<file path="config.mk">
export PLATFORM = sky130hd
export DESIGN_NAME = frame_load_ctrl
export DESIGN_NICKNAME = d
export VERILOG_FILES = /design/src/rtl/frame_load_ctrl.sv
export SDC_FILE = /design/constraint.sdc
export NUM_CORES = 1
export LEC_CHECK = 0
export CAP_MARGIN = 10
export CORE_AREA = 5 5 75 94
export CTS_BUF_LIST = sky130_fd_sc_hd__clkbuf_2 sky130_fd_sc_hd__clkbuf_4 sky130_fd_sc_hd__clkbuf_8
export CTS_CLUSTER_DIAMETER = 40
export CTS_CLUSTER_SIZE = 24
export DETAILED_ROUTE_END_ITERATION = 10
export DIE_AREA = 0 0 80 99
export HOLD_SLACK_MARGIN = 0.12
export PLACE_DENSITY = 0.4
export SETUP_SLACK_MARGIN = 0.02
export SLEW_MARGIN = 20
export SYNTH_ARGS = -nofsm -noshare
export SYNTH_HDL_FRONTEND = slang
export SYNTH_SLANG_ARGS = --single-unit
</file>
<file path="constraint.sdc">
create_clock -name clk -period 2 [get_ports clk]
set_input_delay 0.5 -clock clk [delete_from_list [all_inputs] [get_ports clk]]
set_output_delay 0.5 -clock clk [all_outputs]
set_load 0.05 [all_outputs]
</file>
<file path="src/rtl/frame_load_ctrl.sv">
`default_nettype none
// +--------------------------------------------------------------------------+
// | frame_load_ctrl: validates one-frame SPI transfers and commits them to    |
// | the register frontend only at a display frame boundary. Rev 1.0           |
// +--------------------------------------------------------------------------+
module frame_load_ctrl #(
  parameter int FRAME_BITS = 256,
  parameter int CNT_W      = 9,
  parameter int ERR_W      = 4,
  parameter int FCNT_W     = 8
) (
  input  logic              clk,
  input  logic              rst,
  input  logic              cs_in,
  input  logic              sck_in,
  input  logic              frame_start,
  output logic              en_load,
  output logic              pending,
  output logic              rx_busy,
  output logic [ERR_W-1:0]  err_count,
  output logic [FCNT_W-1:0] frame_count
);

  localparam logic [CNT_W-1:0] CNT_MAX    = {CNT_W{1'b1}};
  localparam logic [CNT_W-1:0] CNT_FRAME  = CNT_W'(FRAME_BITS);
  localparam logic [ERR_W-1:0] ERR_MAX    = {ERR_W{1'b1}};

  typedef enum logic [2:0] {
    ST_IDLE    = 3'd0,
    ST_RX      = 3'd1,
    ST_PEND    = 3'd2,
    ST_PEND_RX = 3'd3,
    ST_COMMIT  = 3'd4
  } state_t;

  // Bits [1:0] are the synchroniser, bit [2] is the edge-detect history.
  logic [2:0]        cs_sync_q;
  logic [2:0]        sck_sync_q;
  logic              cs_s;
  logic              cs_fall;
  logic              cs_rise;
  logic              sck_rise;

  state_t            state_q,  state_d;
  logic [CNT_W-1:0]  cnt_q,    cnt_d;
  logic [ERR_W-1:0]  err_q,    err_d;
  logic [FCNT_W-1:0] fcnt_q,   fcnt_d;
  logic              en_load_q;
  logic              pending_q;
  logic              rx_busy_q;
  logic              frame_ok;
  logic              err_inc;

  always_ff @(posedge clk or posedge rst) begin
    if (rst) begin
      cs_sync_q  <= 3'b111;
      sck_sync_q <= 3'b000;
    end else begin
      cs_sync_q  <= {cs_sync_q[1:0], cs_in};
      sck_sync_q <= {sck_sync_q[1:0], sck_in};
    end
  end

  assign cs_s     = cs_sync_q[1];
  assign cs_fall  = cs_sync_q[2] & ~cs_sync_q[1];
  assign cs_rise  = ~cs_sync_q[2] & cs_sync_q[1];
  assign sck_rise = ~sck_sync_q[2] & sck_sync_q[1];
  assign frame_ok = (cnt_q == CNT_FRAME);

  // Saturating so an overlong burst can never alias back onto FRAME_BITS.
  always_comb begin
    cnt_d = cnt_q;
    if (cs_fall) begin
      cnt_d = '0;
    end else if (sck_rise && !cs_s && !cs_rise && (cnt_q != CNT_MAX)) begin
      cnt_d = cnt_q + 1'b1;
    end
  end

  always_comb begin
    state_d = state_q;
    err_inc = 1'b0;
    case (state_q)
      ST_IDLE: begin
        if (cs_fall) state_d = ST_RX;
      end
      ST_RX, ST_PEND_RX: begin
        if (cs_rise) begin
          if (frame_ok) begin
            state_d = ST_PEND;
          end else begin
            state_d = ST_IDLE;
            err_inc = 1'b1;
          end
        end
      end
      ST_PEND: begin
        // A new transfer is about to overwrite staging, so it beats the commit.
        if (cs_fall) state_d = ST_PEND_RX;
        else if (frame_start) state_d = ST_COMMIT;
      end
      ST_COMMIT: begin
        state_d = cs_fall ? ST_RX : ST_IDLE;
      end
      default: state_d = ST_IDLE;
    endcase
  end

  always_comb begin
    err_d  = err_q;
    fcnt_d = fcnt_q;
    if (err_inc && (err_q != ERR_MAX)) err_d = err_q + 1'b1;
    if (state_d == ST_COMMIT) fcnt_d = fcnt_q + 1'b1;
  end

  always_ff @(posedge clk or posedge rst) begin
    if (rst) begin
      state_q   <= ST_IDLE;
      cnt_q     <= '0;
      err_q     <= '0;
      fcnt_q    <= '0;
      en_load_q <= 1'b0;
      pending_q <= 1'b0;
      rx_busy_q <= 1'b0;
    end else begin
      state_q   <= state_d;
      cnt_q     <= cnt_d;
      err_q     <= err_d;
      fcnt_q    <= fcnt_d;
      en_load_q <= (state_d == ST_COMMIT);
      pending_q <= (state_d == ST_PEND) || (state_d == ST_PEND_RX);
      rx_busy_q <= (state_d == ST_RX) || (state_d == ST_PEND_RX);
    end
  end

  assign en_load     = en_load_q;
  assign pending     = pending_q;
  assign rx_busy     = rx_busy_q;
  assign err_count   = err_q;
  assign frame_count = fcnt_q;

endmodule
`default_nettype wire

</file>
-- Word-level counts from Yosys, hierarchy flattened
Index checks and enable logic that the tools add are counted.
- add/subtract/negate cells: 3
- bitwise gates (word level): 6
- eq/ne operators: 11
- reduce and logical (&&, ||, !) cells: 11
- multiplexer cells: 12
- operators with widths (operator ; number):
    two-way mux 9 bit ; 2
    equality test 3 x 2 -> 1 bit, second input constant ; 4
    two-way mux 3 bit ; 4
    case mux 3 bit (4 select lines) ; 1
    adder 9 x 1 -> 9 bit, second input constant ; 1
    equality test 9 bit, second input constant ; 1
    inequality test 9 bit, second input constant ; 1
    adder 8 x 1 -> 8 bit, second input constant ; 1
    equality test 3 x 1 -> 1 bit, second input constant ; 2
    equality test 3 bit, second input constant ; 2
    adder 4 x 1 -> 4 bit, second input constant ; 1
    logical AND 1 bit ; 4
    two-way mux 1 bit ; 4
    inequality test 4 bit, second input constant ; 1
    bitwise AND 1 bit ; 3
    zero test 3 bit ; 1
    inverter 1 bit ; 3
    zero test 1 bit ; 2
    logical OR 1 bit ; 2
    two-way mux 2 bit ; 1
    nonzero test 2 bit ; 1
    OR reduction 2 bit ; 1
- bits of input ports: 5
- output and inout bits: 15
- logic and storage cells: 52
- register bits: 33

-- Logic depth before layout (Yosys ltp)
Gate-level depths: netlist of the first run.
- depth after elaboration: 7
- mapped depth: 8
- mapped depth without buffers: 8

-- Worst setup path before layout of the first run
Ideal clock, no wire load.
- path type: register -> register
- start point: register cnt_q[0]
- end point: register cnt_q[1]
- arrival: 2.045 ns
- path buffers: 0
- data required time: 1.935 ns
- clock period less this slack: 2.110 ns
- setup slack: -0.110 ns
- cell stages (with the launch flop): 8
- library setup time: 0.065 ns
- cells stage by stage: dfrtp_1 ha_1 and3_1 and3_1 ha_1 or4b_2 nor2_1 a22o_1
- longest elaborated chain between the ends: 3
- elaborated cells on any way between the ends: 6
- those cells by class: 1 x add/sub; 1 x eq/ne; 2 x mux; 2 x reduce/logical
- ends and longest elaborated chain (what ; RTL line ; RTL):
    start, declared ; 45 ; logic [CNT_W-1:0] cnt_q, cnt_d;
    start signal, assigned ; 127 ; cnt_q <= cnt_d;
    adder 9 x 1 -> 9 bit / inequality test 9 bit (equally long branches) ; 76, 75 ;
    two-way mux 9 bit / logical AND 1 bit (equally long branches) ; 75 ; end else if (sck_rise && !cs_s && !cs_rise && (cnt_q != CNT_MAX)) begin
    two-way mux 9 bit / nonzero test 2 bit (equally long branches) ; n/a ;
Parallel ways exist; a longest one is shown, timed or not. The select of a mux whose other input is x is not followed.
A chain may end at the register's enable or synchronous reset.

-- Final worst setup path of the first run
- start point: register cnt_q[1]
- end point: register cnt_q[8]
Same word-level chain as after synthesis.

==> metrics.cfg, run 1 <==
[clock_network]
htreeDepth=2
clk_pin_slew_ns=0.07
cts.sinks=33
clkLatencyLatePin_ns=0.28
cts_buffers=5
root_buffer=clkbuf_8
cts_max_path_buffers=2
tritoncts=done

[final_layout]
drive_above_1_share_pct=30.9
final_nets=171
n_antenna_cell=0
final_area_um2=1950
fillers=660
area_growth_pct=34.3
stdcell_count=247

[sta]
tightest_slew_ns=0.504
rsz0062_at_grt=yes
fin_skew_ns=0.00818
hold_ws_ns=0.348
clock.fmax_mhz=526
setup_viol=0
min_period_ns=1.90
fin_crit_sh_pct=95.1
slew_violations=0
slew_headroom_pct=66.3
hold_viol_final=0

[detailed_routing]
drt-wirelength-per-cell_um=12.3
firstDrtPassIters=4
drc=0
first_iter_violations=50
ant_nets=0
via_count=1046
routed_wl_um=3050
viasPerCell=4.23

[pwr]
combPwrFrac_pct=24.1
clkPwrFrac_pct=30.8
p_leak_nw=0.878
power_frac_seq_pct=45.1
power_density_nw_per_um2=905
cellInternalPower_mw=1.19
swShare_pct=32.5
p_sw_uw=573
peakVddDrop_mv=0.456

[floorplanning]
die_h_um=99
chipWidth_um=80
die_area_um2=7920
start_util_pct=23.8
core_area_um2=6090
ios=20
fp-row-count=32

[worst_setup_path]
crit_type=reg -> reg
cp_max_fo=2
crit_path_start_kind=flip-flop
arrival_ns=2.12
endpoint_kind=flip-flop
critical_path_required_ns=2.22

[global_routing]
grt_pass1_wl_um=5250
grt_max_degree=34
antenna_found_initial=0
grt_pass1_vias=1123
grt-ovfl-total=0
grt_util_all_layers_pct=8.61

[min_path]
min_path_type=reg -> reg

[yosys]
yosys.area.top_type=dfrtp_1
synthSimpleGateAreaFrac_pct=22.2
synth_compound_area_share_pct=4.49
ys_seq_elements=33
synthFlopType=dfrtp_1
synthXorXnorAreaFrac_pct=8.46
synth_top_area_share_pct=51.8
synth_top_family_by_area=simple AND/OR/NAND/NOR gates
synthAdderAreaFrac_pct=4.31
syn_nets=133
synthTopCellsByCount=dfrtp_1, nor2_1, nand2_1
yosysMostFrequentCell=dfrtp_1
synth_warnings=0
synth-seq-area-share_pct=57.2
synth_cells=123
synth_edf_count=0
synth_cell_types=26
yosys-top-cells-area=dfrtp_1, dfstp_2, ha_1
synthMuxAreaShare_pct=2.33
ys_async_sr_fraction_pct=100
synth_area_um2=1450
avgSynthCellArea_um2=11.8

[placement]
hpwl_um=2160
place_congestion=0.774
place_area_um2=1810
dp.cells=237
port_buffers=19

[job]
max_cap_viol_count=0

[status]
status=finished clean

[cell type report]
type	count	area, µm²	share of cell area, %
sequential	33	830	42.6
multi-input combinational	86	637	32.7
timing repair buffer	32	265	13.6
tap	85	106	5.46
clock buffer	8	97.6	5.01
inverter	3	11.3	0.578
[worst paths after layout]
path,start,to,slack [ns],cells after the start
max in group asynchronous,rst,cs_sync_q[2],1.06,3
min,sck_sync_q[0],sck_sync_q[1],0.35,0
min in group asynchronous,rst,sck_sync_q[1],0.61,3
max,cnt_q[1],cnt_q[8],0.1,7
max reg2reg,cnt_q[1],cnt_q[8],0.1,7
min reg2reg,sck_sync_q[0],sck_sync_q[1],0.35,0
[critical path, stage by stage, from the launching register on]
cell and delay [ns]:
dfrtp_1 0.38, ha_2 0.19, and3_4 0.16, and3_4 0.17
ha_4 0.16, or4b_4 0.49, nor2_2 0.14, a22o_1 0.15
[flip-flops by register name, summed over array words and instances, names as in the netlist]
| register | count |
|---|---|
| en_load | 1 |
| frame_count | 8 |
| cs_sync_q | 3 |
| state_q | 3 |
| sck_sync_q | 3 |
| pending | 1 |
| rx_busy | 1 |
| cnt_q | 9 |
| err_count | 4 |
[cells in the final DEF (no fill, tap or decap), types with 5 or more instances in the layout]
cell / count
and3_1: 6
buf_4: 26
clkbuf_8: 6
clkdlybuf4s50_1: 5
dfrtp_1: 30
nand2_1: 12
nand4_1: 6
nor2_1: 13
xnor2_1: 7
xor2_1: 7
[power groups by stage]
stage | sequential, mW | clock (mW) | combinational, mW
6_report | 0.795 | 0.543 | 0.424
5_1_grt | 0.806 | 0.588 | 0.464
4_1_cts | 0.796 | 0.569 | 0.431
3_5_place_dp | 0.808 | 0 | 0.427
3_3_place_gp | 0.806 | 0 | 0.422
2_1_floorplan | 0.966 | 0 | 0.124
[metrics by stage]
stage                     setup slack [ns]  power [mW]  utilization, %  setup TNS [ns]
after floorplan                     0.0150        1.09               -               0
after global placement             -0.0160        1.23            29.8         -0.0478
after detailed placement           -0.0190        1.24            29.8         -0.0592
after CTS                           0.0649        1.80            31.5               0
after global routing              -0.00166        1.86            32.0        -0.00166
final                               0.0971        1.76            32.0               0
[kinds of logic after synthesis]
| family | Yosys count |
|---|---|
| DFF | 33 |
| muxes | 3 |
| adders and majority gates | 5 |
| xor gates and xnor gates | 14 |
| buffers and inverters | 4 |
| and+or+nand+nor | 54 |
| AOI/OAI and AO/OA | 10 |
[routing by layer]
metal	part of all wire, %	GRT usage [%]	up-vias
met2	52	14.7	21
met4	1.6	4.29	0
met3	4.2	2.93	4
met1	42	9.35	512
met5	0	0	-
li1	-	-	509
[what timing repair did]
action	CTS	global route
pin swaps	1	4
setup endpoints to repair	5	6
setup buffers	1	1
gates resized for setup	0	3
hold buffers	0	0
(Power assumes the default switching activity.)
==> inputs of run 2 (changes only) <==
--- a/config.mk
+++ b/config.mk
@@ -6,16 +6,15 @@
 export NUM_CORES = 1
 export LEC_CHECK = 0
 export CAP_MARGIN = 10
-export CORE_AREA = 5 5 75 94
+export CORE_AREA = 5 5 52 65
 export CTS_BUF_LIST = sky130_fd_sc_hd__clkbuf_2 sky130_fd_sc_hd__clkbuf_4 sky130_fd_sc_hd__clkbuf_8
 export CTS_CLUSTER_DIAMETER = 40
 export CTS_CLUSTER_SIZE = 24
 export DETAILED_ROUTE_END_ITERATION = 10
-export DIE_AREA = 0 0 80 99
+export DIE_AREA = 0 0 57 70
 export HOLD_SLACK_MARGIN = 0.12
-export PLACE_DENSITY = 0.4
+export PLACE_DENSITY = 0.76
 export SETUP_SLACK_MARGIN = 0.02
-export SLEW_MARGIN = 20
 export SYNTH_ARGS = -nofsm -noshare
 export SYNTH_HDL_FRONTEND = slang
 export SYNTH_SLANG_ARGS = --single-unit
==> constraint.sdc (replaced) <==
create_clock -name clk -period 1.9 [get_ports clk]
set_input_delay 0.475 -clock clk [delete_from_list [all_inputs] [get_ports clk]]
set_output_delay 0.475 -clock clk [all_outputs]
set_load 0.05 [all_outputs]
==> metrics.cfg, run 2 (synthesis results as in run 1) <==
[status]
status=finished, violations left
violations=setup timing

[worst_setup_path]
critical_path_required_ns=2.13  ; -0.09 ns
arrival_ns=2.24  ; +0.12 ns
crit_path_start_kind=flip-flop
crit_type=reg -> reg
cp-startpoint=cnt_q[0]
endpoint=err_count[1]
reg2regPathDepth=9  ; +2
r2r_start=cnt_q[0]
cp_max_fo=5  ; +3
reg2reg_slack_ns=-0.10  ; -0.20 ns
endpoint_kind=flip-flop
r2r-end=err_count[1]

[pwr]
power_frac_seq_pct=45.2  ; about the same
swShare_pct=32.5  ; about the same
combPwrFrac_pct=24.9  ; +0.8 points
cellInternalPower_mw=1.25  ; +4.9%
p_sw_uw=602  ; +5.1%
power_density_nw_per_um2=975  ; +7.8%
peakVddDrop_mv=0.603  ; +32%
p_leak_nw=0.888  ; +1.1%
clkPwrFrac_pct=29.9  ; -0.9 points

[detailed_routing]
viasPerCell=5.40  ; +28%
via_count=1075  ; +2.8%
drc=0  ; unchanged
firstDrtPassIters=4  ; unchanged
ant_nets=0  ; unchanged
routed_wl_um=2810  ; -7.8%
first_iter_violations=22  ; -56%
drt-wirelength-per-cell_um=14.1  ; +14%

[sta]
tightest_slew_ns=0.390  ; -0.114 ns
min_period_ns=2.00  ; +0.102 ns
hold_viol_final=0  ; unchanged
fin_skew_ns=0.00588  ; -0.00230 ns
slew_headroom_pct=74.0  ; +7.7 points
rsz0062_at_grt=yes
setup_ws_ns=-0.105  ; -0.202 ns
slew_violations=0  ; unchanged
fin_crit_sh_pct=106  ; +10 points
setup_viol=8  ; +8
clock.fmax_mhz=499  ; -5.1%

[clock_network]
htreeDepth=2  ; unchanged
tritoncts=done
clkLatencyLatePin_ns=0.34  ; +0.06 ns
cts_max_path_buffers=2  ; unchanged
clk_pin_slew_ns=0.10  ; +0.03 ns
root_buffer=clkbuf_4
cts_buffers=5  ; unchanged
cts.sinks=33  ; unchanged
ctsHoldBuffers=0  ; unchanged

[global_routing]
grt_util_all_layers_pct=15.8  ; +7.2 points
grt-ovfl-total=0  ; unchanged
grt_pass1_vias=1109  ; -1.2%
antenna_found_initial=0  ; unchanged
grt_max_degree=34  ; unchanged
grt_pass1_wl_um=4920  ; -6.3%

[floorplanning]
chipWidth_um=57  ; -29%
core_area_um2=2680  ; -56%
ios=20  ; unchanged
die_h_um=70  ; -29%
start_util_pct=54.1  ; +30 points
die_area_um2=3990  ; -50%
fp-row-count=21  ; -34%

[final_layout]
final_cell_mix=buf_4, dfrtp_1, nor2_1
regMostFlops=cnt_q
n_antenna_cell=0  ; unchanged
area_growth_pct=30.7
final_common_cell=buf_4
stdcell_count=199  ; -19%
largest_reg_flops=9  ; unchanged
drive_above_1_share_pct=35.2  ; +4.3 points
final_nets=174  ; +1.8%
final_core_util_pct=70.7  ; +39 points

[job]
max_cap_viol_count=0  ; unchanged

[placement]
dp.cells=188  ; -21%
port_buffers=19  ; unchanged
hpwl_um=1960  ; -9.1%
place_congestion=0.799  ; +3.3%

[min_path]
min_path_type=reg -> reg
min_path_cells=0  ; unchanged

[run 2: timing repair]
action                     4_1_cts  5_1_grt
setup buffers                    1        2
resized for setup                5        2
pin swaps                        6        3
setup endpoints to repair        9       11
[run 2: final cells by class]
cell class,count,area (µm²)
flip-flops and latches,33,830
inverters,3,11.3
multi-input cells,86,651
fillers,210,785
repair buffers,35,273
well taps,34,42.5
clock buffers,6,51.3
clock inverters,2,37.5
[run 2: worst min-delay path by stage]
stage / slack (ns) / end / from
global route: 0.37 / cs_sync_q[1] / cs_sync_q[0]
floorplan: 0.33 / sck_sync_q[1] / sck_sync_q[0]
detailed placement: 0.34 / sck_sync_q[1] / sck_sync_q[0]
finish: 0.36 / cs_sync_q[1] / cs_sync_q[0]
global placement: 0.33 / sck_sync_q[1] / sck_sync_q[0]
CTS: 0.36 / cs_sync_q[1] / cs_sync_q[0]
[run 2: critical path, cell delays in order (launching register included)]
cell	delay, ns
dfrtp_1	0.39
buf_4	0.13
buf_4	0.12
buf_4	0.13
inv_1	0.08
ha_1	0.15
nor4b_1	0.22
nand2_1	0.21
and3_4	0.21
mux2_2	0.26
[run 2: metrics by stage]
stage	cell area (µm²)	TNS (ns)	setup slack, ns	hold slack, ns	power, mW
after floorplan	1460	-0.119	-0.0841	0.331	1.15
after CTS	1870	-0.183	-0.0687	0.362	1.86
after detailed placement	1750	-0.630	-0.124	0.336	1.30
after global placement	1750	-0.139	-0.0435	0.335	1.28
after global routing	1900	-1.54	-0.207	0.372	1.95
final	1900	-0.382	-0.105	0.361	1.85
[run 2: power by group through the flow]
stage / logic (mW) / clock network, mW / registers, mW
floorplan: 0.130 / 0 / 1.02
global placement: 0.435 / 0 / 0.842
detailed placement: 0.451 / 0 / 0.850
CTS: 0.457 / 0.563 / 0.837
global route: 0.492 / 0.604 / 0.849
finish: 0.460 / 0.553 / 0.836
[run 2: layer usage]
layer	vias to the layer above	global-route usage, %	routed length, µm
li1	512	-	-
met1	521	19.8	1190
met2	31	24.5	1400
met3	11	5.52	139
met4	0	6.96	82
met5	-	0	0
==> inputs of run 3 (changes only) <==
--- a/config.mk
+++ b/config.mk
@@ -6,12 +6,12 @@
 export NUM_CORES = 1
 export LEC_CHECK = 0
 export CAP_MARGIN = 10
-export CORE_AREA = 5 5 52 65
+export CORE_AREA = 2 2 49 62
 export CTS_BUF_LIST = sky130_fd_sc_hd__clkbuf_2 sky130_fd_sc_hd__clkbuf_4 sky130_fd_sc_hd__clkbuf_8
 export CTS_CLUSTER_DIAMETER = 40
 export CTS_CLUSTER_SIZE = 24
 export DETAILED_ROUTE_END_ITERATION = 10
-export DIE_AREA = 0 0 57 70
+export DIE_AREA = 0 0 51 64
 export HOLD_SLACK_MARGIN = 0.12
 export PLACE_DENSITY = 0.76
 export SETUP_SLACK_MARGIN = 0.02
==> metrics.cfg, run 3 (synthesis results as in run 1) <==
[status]
status=finished, violations left
violations=setup timing

[sta]
fin_crit_sh_pct=101  ; -5.0 points
setup_viol=1  ; -7
clock.fmax_mhz=524  ; +5.0%
tightest_slew_ns=0.393  ; +0.00285 ns
hold_ws_ns=0.359  ; -0.00208 ns
rsz0062_at_grt=yes
setup_ws_ns=-0.00977  ; +0.0948 ns
fin_skew_ns=0.0116  ; +0.00568 ns
slew_headroom_pct=73.8  ; -0.19 points
setup_tns_ns=-0.00977  ; +0.373 ns
hold_viol_final=0  ; unchanged
slew_violations=0  ; unchanged
min_period_ns=1.91  ; -0.0948 ns

[floorplanning]
chipWidth_um=51  ; -11%
ios=20  ; unchanged
fp-row-count=21  ; unchanged
start_util_pct=54.6  ; +0.54 points
die_h_um=64  ; -8.6%
core_area_um2=2650  ; -0.98%
die_area_um2=3260  ; -18%

[clock_network]
clkLatencyLatePin_ns=0.32  ; -0.02 ns
root_buffer=clkbuf_4
htreeDepth=2  ; unchanged
cts_buffers=5  ; unchanged
tritoncts=done
cts.sinks=33  ; unchanged
clk_pin_slew_ns=0.08  ; -0.02 ns
cts_max_path_buffers=2  ; unchanged
post_cts.repair.setup_buffers=0  ; -1

[final_layout]
area_growth_pct=28.0
final_cell_mix=dfrtp_1, buf_4, nor2_1
regMostFlops=cnt_q
final_core_util_pct=70.0  ; -0.76 points
drive_above_1_share_pct=32.3  ; -2.8 points
largest_reg_flops=9  ; unchanged
n_antenna_cell=0  ; unchanged
final_nets=173  ; -0.57%

[global_routing]
grt-ovfl-total=0  ; unchanged
grt_pass1_wl_um=4250  ; -14%
grt_max_degree=34  ; unchanged
antenna_found_initial=0  ; unchanged
grt_pass1_vias=996  ; -10%
grt_util_all_layers_pct=17.5  ; +1.7 points

[detailed_routing]
firstDrtPassIters=3  ; -1
via_count=1005  ; -6.5%
first_iter_violations=14  ; -36%
routed_wl_um=2400  ; -15%
viasPerCell=5.08  ; -6.0%
drc=0  ; unchanged
drt-wirelength-per-cell_um=12.1  ; -14%
ant_nets=0  ; unchanged

[worst_setup_path]
worstPathCellList=ha_2, and3_4, and3_4, ha_4, or4b_4, nor2_4, a22o_1
crit_slowest_cell=or4b_4
reg2reg_slack_ns=-0.01  ; +0.09 ns
crit_path_start_kind=flip-flop
r2r-end=cnt_q[1]
crit_type=reg -> reg
endpoint_kind=flip-flop
cp_num_buf_inv=0  ; -4
arrival_ns=2.16  ; -0.08 ns
cpPeakStageDelay_ns=0.54  ; +0.15 ns
cp_max_fo=2  ; -3
reg2regPathDepth=7  ; -2
crit_top_cell=and3_4
critical_path_required_ns=2.15  ; +0.02 ns
r2r_start=cnt_q[0]
path_delay_family=simple AND/OR/NAND/NOR gates

[pwr]
power_frac_seq_pct=49.2  ; +4.0 points
clkPwrFrac_pct=24.6  ; -5.3 points
p_leak_nw=0.874  ; -1.6%
finalPower_mw=1.70  ; -8.3%
peakVddDrop_mv=0.825  ; +37%
p_sw_uw=560  ; -6.9%
cellInternalPower_mw=1.14  ; -9.0%
swShare_pct=33.0  ; +0.49 points
combPwrFrac_pct=26.1  ; +1.2 points
power_density_nw_per_um2=913  ; -6.4%

[placement]
port_buffers=19  ; unchanged
post-place-ws_ns=-0.0627  ; +0.0612 ns
place_congestion=0.808  ; +1.1%
hpwl_um=1780  ; -9.1%

[job]
max_cap_viol_count=0  ; unchanged

[min_path]
min_from=cs_sync_q[0]
min_path_cells=0  ; unchanged
hold_path_end=cs_sync_q[1]
min_path_type=reg -> reg

==> run 3: worst register-to-register path, delay by kind of cell (launching register included) <==
| kind | cells | cell delay [ns] |
|---|---|---|
| flip-flops | 1 | 0.39 |
| adder cells (fa/ha/maj) | 2 | 0.35 |
| AND/OR/NAND/NOR | 4 | 0.97 |
| AO/OA/AOI/OAI | 1 | 0.14 |
==> run 3: through the flow <==
stage | area, µm² | instances
after floorplan | 1460 | 123
after global placement | 1770 | 190
after detailed placement | 1770 | 190
after CTS | 1840 | 198
after global routing | 1860 | 198
final | 1860 | 198
==> run 3: final cells by class <==
| cell class | count | area, µm² |
|---|---|---|
| clock buffers | 8 | 66.3 |
| fillers | 202 | 797 |
| inverters | 3 | 11.3 |
| multi-input cells | 86 | 642 |
| flip-flops and latches | 33 | 830 |
| well taps | 34 | 42.5 |
| repair buffers | 34 | 265 |
==> run 3: worst max path at each step <==
stage          depth (start not counted)        start  slack, ns              to
3_5_place_dp                           6  frame_start      -0.06  frame_count[7]
5_1_grt                                9     cnt_q[1]      -0.09        cnt_q[7]
4_1_cts                                9     cnt_q[0]    -0.0003        cnt_q[7]
6_report                               7     cnt_q[0]      -0.01        cnt_q[1]
2_1_floorplan                          8     cnt_q[1]      -0.08        cnt_q[7]
3_3_place_gp                           6  frame_start      -0.03  frame_count[4]
==> run 3: timing repair <==
action | 4_1_cts | 5_1_grt
endpoints found under the hold margin | 0 | 0
pin swaps | 6 | 9
hold buffers | 0 | 0
endpoints found under the setup margin | 6 | 10
resized for setup | 1 | 3
==> run 3: power groups by stage <==
| stage | clock network (mW) | registers, mW | logic (mW) |
|---|---|---|---|
| floorplan | 0 | 1.02 | 0.130 |
| global placement | 0 | 0.843 | 0.435 |
| detailed placement | 0 | 0.848 | 0.447 |
| CTS | 0.440 | 0.835 | 0.449 |
| global route | 0.466 | 0.848 | 0.472 |
| finish | 0.417 | 0.835 | 0.443 |
==> run 3: layer usage <==
metal	share of wire, %	wire [µm]	GRT usage (%)
met1	47	1120	22.9
met2	48	1150	27.3
met3	3.8	92	4.21
met4	1.5	36	8.11
met5	0	0	0
==> variant, RTL diff (flow settings as in run 3) <==
Make the reset (`rst`) synchronous in 2 clocked blocks.
--- a/src/rtl/frame_load_ctrl.sv
+++ b/src/rtl/frame_load_ctrl.sv
@@ -51,7 +51,7 @@
   logic              frame_ok;
   logic              err_inc;
 
-  always_ff @(posedge clk or posedge rst) begin
+  always_ff @(posedge clk) begin
     if (rst) begin
       cs_sync_q  <= 3'b111;
       sck_sync_q <= 3'b000;
@@ -113,7 +113,7 @@
     if (state_d == ST_COMMIT) fcnt_d = fcnt_q + 1'b1;
   end
 
-  always_ff @(posedge clk or posedge rst) begin
+  always_ff @(posedge clk) begin
     if (rst) begin
       state_q   <= ST_IDLE;
       cnt_q     <= '0;
Behaviour: differs if rst is asserted again (counterexample within 4 cycles, from zero or initial values and one cycle with rst high); with rst held inactive, the same outputs for 10 cycles.
==> variant against run 3 <==
  * Design area fell by 3.6%
  * Maximum frequency up 5.9%
  * Worst setup slack better by 110 ps
  * Cell count grew 8.1%
  * Sequential cell count stayed put
  * Wire length grew 21%
  * Area after synthesis down 2.8%
Power is not compared: it rests on default switching activity, and its combinational part moved more than twofold at a synthesized area within 25%.
==> variant: results (changes against run 3) <==
[run_status]
status=completed  ; was finished, violations left

[cells_and_area]
final_nets=189  ; was 173
nMultiInputCombCells=104  ; was 86
n_fill_cell=225  ; was 202
n_all_inverters=5  ; was 3
multi_input_area_um2=737.0  ; was 641.9 µm²
seq_share_pct=37.25  ; was 44.68%

[worst_setup_path]
crit_start=cnt_q[0]$_SDFFE_PP0P_  ; was cnt_q[0]$_DFFE_PP0P_
reg2reg_slack_ps=100  ; was -10 ps
cp_max_fo=5  ; was 2
timing.rr.end=cnt_q[7]$_SDFFE_PP0P_  ; was cnt_q[1]$_DFFE_PP0P_
slowest_delay_ps=380  ; was 540 ps

[synthesis]
syn-instance-count=145  ; was 123
ys_types=36  ; was 26
synth.area.top_cells=dfxtp_1 (47%), nor2_1 (5.1%), xor2_1 (5.0%)  ; was dfrtp_1 (52%), dfstp_2 (5.4%), ha_1 (4.3%)
synthFlopType=dfxtp_1  ; was dfrtp_1
synth_mux_area_share_pct=2.130  ; was 2.330%
yosys.area_share.adder_pct=4.437  ; was 4.314%
synth.top_cell.area_share_pct=46.85  ; was 51.77%
ys_seq_area_share_pct=46.85  ; was 57.20%

[route]
firstDrtPassIters=4  ; was 3
drtIter0Drc=34  ; was 14
vias=1151  ; was 1005

[grt]
grt_pass1_vias=1102  ; was 996
grt_use_met1_pct=21.96  ; was 22.91%

[placement]
dp.cells=202  ; was 190

[min_path]
min-delay-start=cs_sync_q[0]$_SDFF_PP1_  ; was cs_sync_q[0]$_DFF_PP1_
hold_depth=1  ; was 0

[timing]
relSlewSlack_pct=76.11  ; was 73.81%
setup_tns_ps=0  ; was -9.767 ps

-- variant: stage by stage --
stage	setup slack (ps)	instance area [µm²]
3_3_place_gp	94.87	1647
6_report	97.19	1790
2_1_floorplan	57.29	1410
4_1_cts	33.05	1759
3_5_place_dp	-4.006	1647
5_1_grt	13.77	1790
-- variant: cell families after synthesis --
family | after synthesis
simple gates | 64
mux | 3
buf+inv | 8
fa+ha+maj | 5
flops | 33
compound gates | 22
xor+xnor | 10
-- variant: power groups by stage --
stage | sequential, µW | combinational, µW | clock, µW
2_1_floorplan | 729 | 26.4 | 0
3_3_place_gp | 723 | 55.5 | 0
3_5_place_dp | 723 | 56.6 | 0
5_1_grt | 708 | 64.1 | 600
4_1_cts | 708 | 58.2 | 575
6_report | 707 | 58.5 | 560
-- variant: repair_timing --
action | 4_1_cts | 5_1_grt
gates resized for setup | 5 | 4
gates cloned | 1 | 0
pin swaps | 1 | 4
buffers inserted | 1 | 2
endpoints found under the setup margin | 5 | 9
